File: config.mk
export PLATFORM = sky130hd
export DESIGN_NAME = countdown_ctrl
export DESIGN_NICKNAME = d
export VERILOG_FILES = /design/src/rtl/countdown_ctrl.sv
export SDC_FILE = /design/constraint.sdc
export NUM_CORES = 1
export LEC_CHECK = 0
export ABC_AREA = 1
export ABC_CLOCK_PERIOD_IN_PS = 1800
export CAP_MARGIN = 10
export CORE_UTILIZATION = 50
export DETAILED_ROUTE_END_ITERATION = 6
export PLACE_DENSITY = 0.69
export SLEW_MARGIN = 20
export SYNTH_ARGS = -nofsm -noshare
export SYNTH_HDL_FRONTEND = slang
export SYNTH_SLANG_ARGS = --single-unit
File: constraint.sdc
create_clock -name CLK -period 1.8 [get_ports CLK]
set_input_delay 0.36 -clock CLK [delete_from_list [all_inputs] [get_ports CLK]]
set_output_delay 0.36 -clock CLK [all_outputs]
set_load 0.05 [all_outputs]
File: src/rtl/countdown_ctrl.sv
// rtl/countdown_ctrl.sv - run/pause/alarm sequencer and count-enable source for the DOWN_CNT chain
module countdown_ctrl #(
    parameter int PRESCALE    = 100_000_000,
    parameter int REPEAT_DLY  = 50_000_000,
    parameter int REPEAT_RATE = 10_000_000,
    parameter int ALARM_LEN   = 10
) (
    input  logic       CLK,
    input  logic       CLR,
    input  logic       BTN_START,
    input  logic       BTN_ZERO,
    input  logic       BTN_ADJ,
    input  logic       CHAIN_ZERO,
    output logic       CHAIN_CE,
    output logic       CHAIN_CLR,
    output logic       RUNNING,
    output logic       ALARM,
    output logic [1:0] STATE
);

    localparam int PW   = $clog2(PRESCALE) + 1;
    localparam int RMAX = (REPEAT_DLY > REPEAT_RATE) ? REPEAT_DLY : REPEAT_RATE;
    localparam int RW   = $clog2(RMAX) + 1;
    localparam int AW   = $clog2(ALARM_LEN) + 1;

    localparam logic [PW-1:0] PS_LAST   = PW'(PRESCALE - 1);
    localparam logic [RW-1:0] DLY_LAST  = RW'(REPEAT_DLY - 1);
    localparam logic [RW-1:0] RATE_LAST = RW'(REPEAT_RATE - 1);
    localparam logic [AW-1:0] AL_LAST   = AW'(ALARM_LEN - 1);

    typedef enum logic [1:0] {
        S_IDLE  = 2'd0,
        S_RUN   = 2'd1,
        S_PAUSE = 2'd2,
        S_ALARM = 2'd3
    } state_t;

    state_t        state;
    logic [PW-1:0] presc;
    logic [RW-1:0] rep;
    logic          rep_on;
    logic [AW-1:0] alarm_cnt;
    logic          adj_q;
    logic          presc_wrap;
    logic          rep_hit;

    assign presc_wrap = (presc == PS_LAST);
    // rep_on selects between the initial hold delay and the steady repeat period
    assign rep_hit    = rep_on ? (rep == RATE_LAST) : (rep == DLY_LAST);
    assign STATE      = state;

    always_ff @(posedge CLK) begin
        if (CLR) begin
            state     <= S_IDLE;
            presc     <= '0;
            rep       <= '0;
            rep_on    <= 1'b0;
            alarm_cnt <= '0;
            adj_q     <= 1'b0;
            CHAIN_CE  <= 1'b0;
            CHAIN_CLR <= 1'b0;
            RUNNING   <= 1'b0;
            ALARM     <= 1'b0;
        end else begin
            adj_q     <= BTN_ADJ;
            CHAIN_CE  <= 1'b0;
            CHAIN_CLR <= 1'b0;
            case (state)
                S_IDLE: begin
                    if (BTN_ZERO) begin
                        CHAIN_CLR <= 1'b1;
                        rep       <= '0;
                        rep_on    <= 1'b0;
                    end else if (BTN_START && !CHAIN_ZERO) begin
                        state   <= S_RUN;
                        RUNNING <= 1'b1;
                        presc   <= '0;
                        rep     <= '0;
                        rep_on  <= 1'b0;
                    end else if (!BTN_ADJ) begin
                        rep    <= '0;
                        rep_on <= 1'b0;
                    end else if (!adj_q) begin
                        CHAIN_CE <= 1'b1;
                        rep      <= RW'(1);
                        rep_on   <= 1'b0;
                    end else if (rep_hit) begin
                        CHAIN_CE <= 1'b1;
                        rep      <= '0;
                        rep_on   <= 1'b1;
                    end else begin
                        rep <= rep + 1'b1;
                    end
                end
                S_RUN: begin
                    if (BTN_ZERO) begin
                        CHAIN_CLR <= 1'b1;
                        state     <= S_IDLE;
                        RUNNING   <= 1'b0;
                        presc     <= '0;
                    end else if (BTN_START) begin
                        state   <= S_PAUSE;
                        RUNNING <= 1'b0;
                    end else if (CHAIN_ZERO) begin
                        state     <= S_ALARM;
                        RUNNING   <= 1'b0;
                        ALARM     <= 1'b1;
                        alarm_cnt <= '0;
                        presc     <= '0;
                    end else if (presc_wrap) begin
                        presc    <= '0;
                        CHAIN_CE <= 1'b1;
                    end else begin
                        presc <= presc + 1'b1;
                    end
                end
                S_PAUSE: begin
                    if (BTN_ZERO) begin
                        CHAIN_CLR <= 1'b1;
                        state     <= S_IDLE;
                        presc     <= '0;
                    end else if (BTN_START) begin
                        state   <= S_RUN;
                        RUNNING <= 1'b1;
                    end
                end
                S_ALARM: begin
                    if (BTN_ZERO || BTN_START) begin
                        CHAIN_CLR <= BTN_ZERO;
                        state     <= S_IDLE;
                        ALARM     <= 1'b0;
                        presc     <= '0;
                    end else if (presc_wrap) begin
                        presc <= '0;
                        if (alarm_cnt == AL_LAST) begin
                            state <= S_IDLE;
                            ALARM <= 1'b0;
                        end else begin
                            alarm_cnt <= alarm_cnt + 1'b1;
                        end
                    end else begin
                        presc <= presc + 1'b1;
                    end
                end
            endcase
        end
    end

endmodule

==> results_dict.tcl <==
set metrics [dict create \
    synth_area_um2 4260 \
    synth_top_area_cell "dfxtp_1" \
    synth_area_leaders "dfxtp_1 (32%), nand2_1 (16%), nor2_1 (10%), nand3_1 (7.3%), inv_1 (6.8%)" \
    grt_overflow 0 \
    cts_root_buffer "clkbuf_8" \
    ys_seq_elements 68 \
    whs_path_depth 2 \
    clk_pin_slew_ns 0.07 \
    drc 0 \
    power_leakage_nw 2.02 \
    numClockSinks 68 \
    cts_tree "yes" \
    place_hpwl_um 8490 \
    yosysTopAreaCellShare_pct 32.0 \
    synth-seq-area-share_pct 32.0 \
    grt_pass1_vias 4365 \
    maxCapViolCount 0 \
    finalHoldViolations 0 \
    dr.first_iter.drc_count 248 \
    firstDrtPassIters 5 \
    setup_viol 0 \
    syn_avg_cell_area_um2 6.12 \
    ios 12 \
    syn_to_final_growth_pct 23.0 \
    max_freq_mhz 587 \
    final_common_cell "nand2_1" \
    n_antenna_cell 0 \
    wirelength_um 11300 \
    die_y_um 94.3 \
    io_buffers 11 \
    rows 33 \
    synth-main-ff-cell "dfxtp_1" \
    synth_nets 706 \
    slew_viol_final 0 \
    nets 772 \
    synthArstFlopShare_pct 0 \
    arrival_ns 1.97 \
    grt_max_degree 34 \
    worst_setup_path_start_kind "flip-flop" \
    max-slew-margin-rel_pct 67.7 \
    required_ns 2.07 \
    dp_slack_ns -0.310 \
    drive_above_1_share_pct 17.9 \
    routedWlPerCell_um 13.0 \
    ys_types 33 \
    die_x_um 94.3 \
    initial_utilization_pct 51.8 \
    tightestPinTransition_ns 0.484 \
    clk_latency_ns 0.35 \
    status "finished, final reports clean" \
    grt.total_usage_pct 27.2 \
    cts_buffer_depth 2 \
    h-tree-depth 3 \
    vias 4631 \
    final_cell_mix "nand2_1 (179), nor2_1 (107), inv_1 (76)" \
    cts_buffers 9 \
    crit_path_end_kind "flip-flop" \
    peakVddDrop_uv 520 \
    synth-edff-count 0 \
    path_class "flip-flop to flip-flop" \
    min_path_type "flip-flop to flip-flop" \
    ys_warn_count 0 \
    via_per_inst 5.31 \
    core_um2 8220 \
    cp_max_fo 12 \
    rsz0062_at_grt "true" \
    ff2ff_path_depth 8 \
    ant_nets 0 \
    period_needed_ns 1.70 \
    powerDensity_nw_per_um2 694 \
    antenna_found_initial 0 \
    die_area_um2 8890 \
    power.total_mw 3.64 \
    grt_pass1_wl_um 19300 \
    syn_inst 696 \
    period_share_pct 94.6 \
    place.gp.congestion 0.948 \
    worst_slack_ns 0.0966 \
    clock-skew-final_ns 0.0107 \
]
## routing by layer
metal / GRT usage [%] / up-vias / share of wire (%)
met5: 0 / - / 0
met4: 9.49 / 0 / 1.8
met3: 3.72 / 16 / 5.1
met2: 44.0 / 120 / 45
met1: 36.8 / 2121 / 48
li1: - / 2374 / -
## power by group
group	switching (mW)	total (mW)	internal [mW]	leakage, nW
Clock	0.594	1.31	0.712	0.102
Sequential	0.0308	1.56	1.53	0.551
Combinational	0.478	0.768	0.290	1.36
## flip-flops by register name, indices dropped and copies added, names as in the netlist
register / count
RUNNING: 1
alarm_cnt: 5
CHAIN_CLR: 1
rep_on: 1
ALARM: 1
rep: 27
presc: 28
STATE: 2
CHAIN_CE: 1
adj_q: 1
## final cells by class
cell class	count	area [um2]
clock inverter	4	47.5
fill	762	2980
timing repair buffer	72	624
multi-input combinational	530	2600
sequential	68	1370
tap	105	131
clock buffer	12	155
inverter	81	310
## final timing paths
kind	to	slack, ns	start
worst min-delay path	RUNNING	0.46	RUNNING
worst max register to register	presc[4]	0.1	STATE[0]
worst max-delay path	presc[4]	0.1	STATE[0]
worst min register to register	RUNNING	0.46	RUNNING
## worst max-delay path: stages (launching register included)
cell     delay [ns]
dfxtp_2        0.38
nor2_2         0.36
o21ai_2        0.15
nand2_2        0.12
inv_4          0.07
nand2_1        0.10
nand2_2        0.11
buf_12         0.18
nor3b_1        0.16
## cells by family after synthesis
group	count (synthesis)	share of synthesized area (%)
AND/OR/NAND/NOR	435	45.3
buffers and inverters	98	9.28
AO/OA/AOI/OAI	78	9.64
flip-flops	68	32.0
XOR/XNOR	13	2.67
adder cells (fa/ha/maj)	4	1.18
## through the flow
stage / cells / cell area (um2) / hold slack [ns] / utilization [%] / setup TNS, ns
after floorplan: 696 / 4260 / 0.447 / - / 0
after global placement: 855 / 4910 / 0.444 / 59.8 / -8.15
after detailed placement: 855 / 4910 / 0.449 / 59.8 / -9.80
after CTS: 871 / 5130 / 0.462 / 62.4 / 0
after global routing: 872 / 5240 / 0.490 / 63.8 / -0.0917
final: 872 / 5240 / 0.458 / 63.8 / 0
## Yosys cell counts, types with 5 or more instances
library cell,instances
a21oi_1,43
buf_2,7
clkbuf_1,7
dfxtp_1,68
inv_1,77
nand2_1,187
nand3_1,62
nand4_1,26
nor2_1,116
nor3_1,14
nor3b_2,5
o21ai_0,23
xor2_1,13
## timing repair
item	CTS	global route
hold buffers	0	0
pin swaps	0	9
setup endpoints to repair	34	63
resized for setup	4	39
setup buffers	0	1
Note: power is estimated with default switching activity, not from simulation.
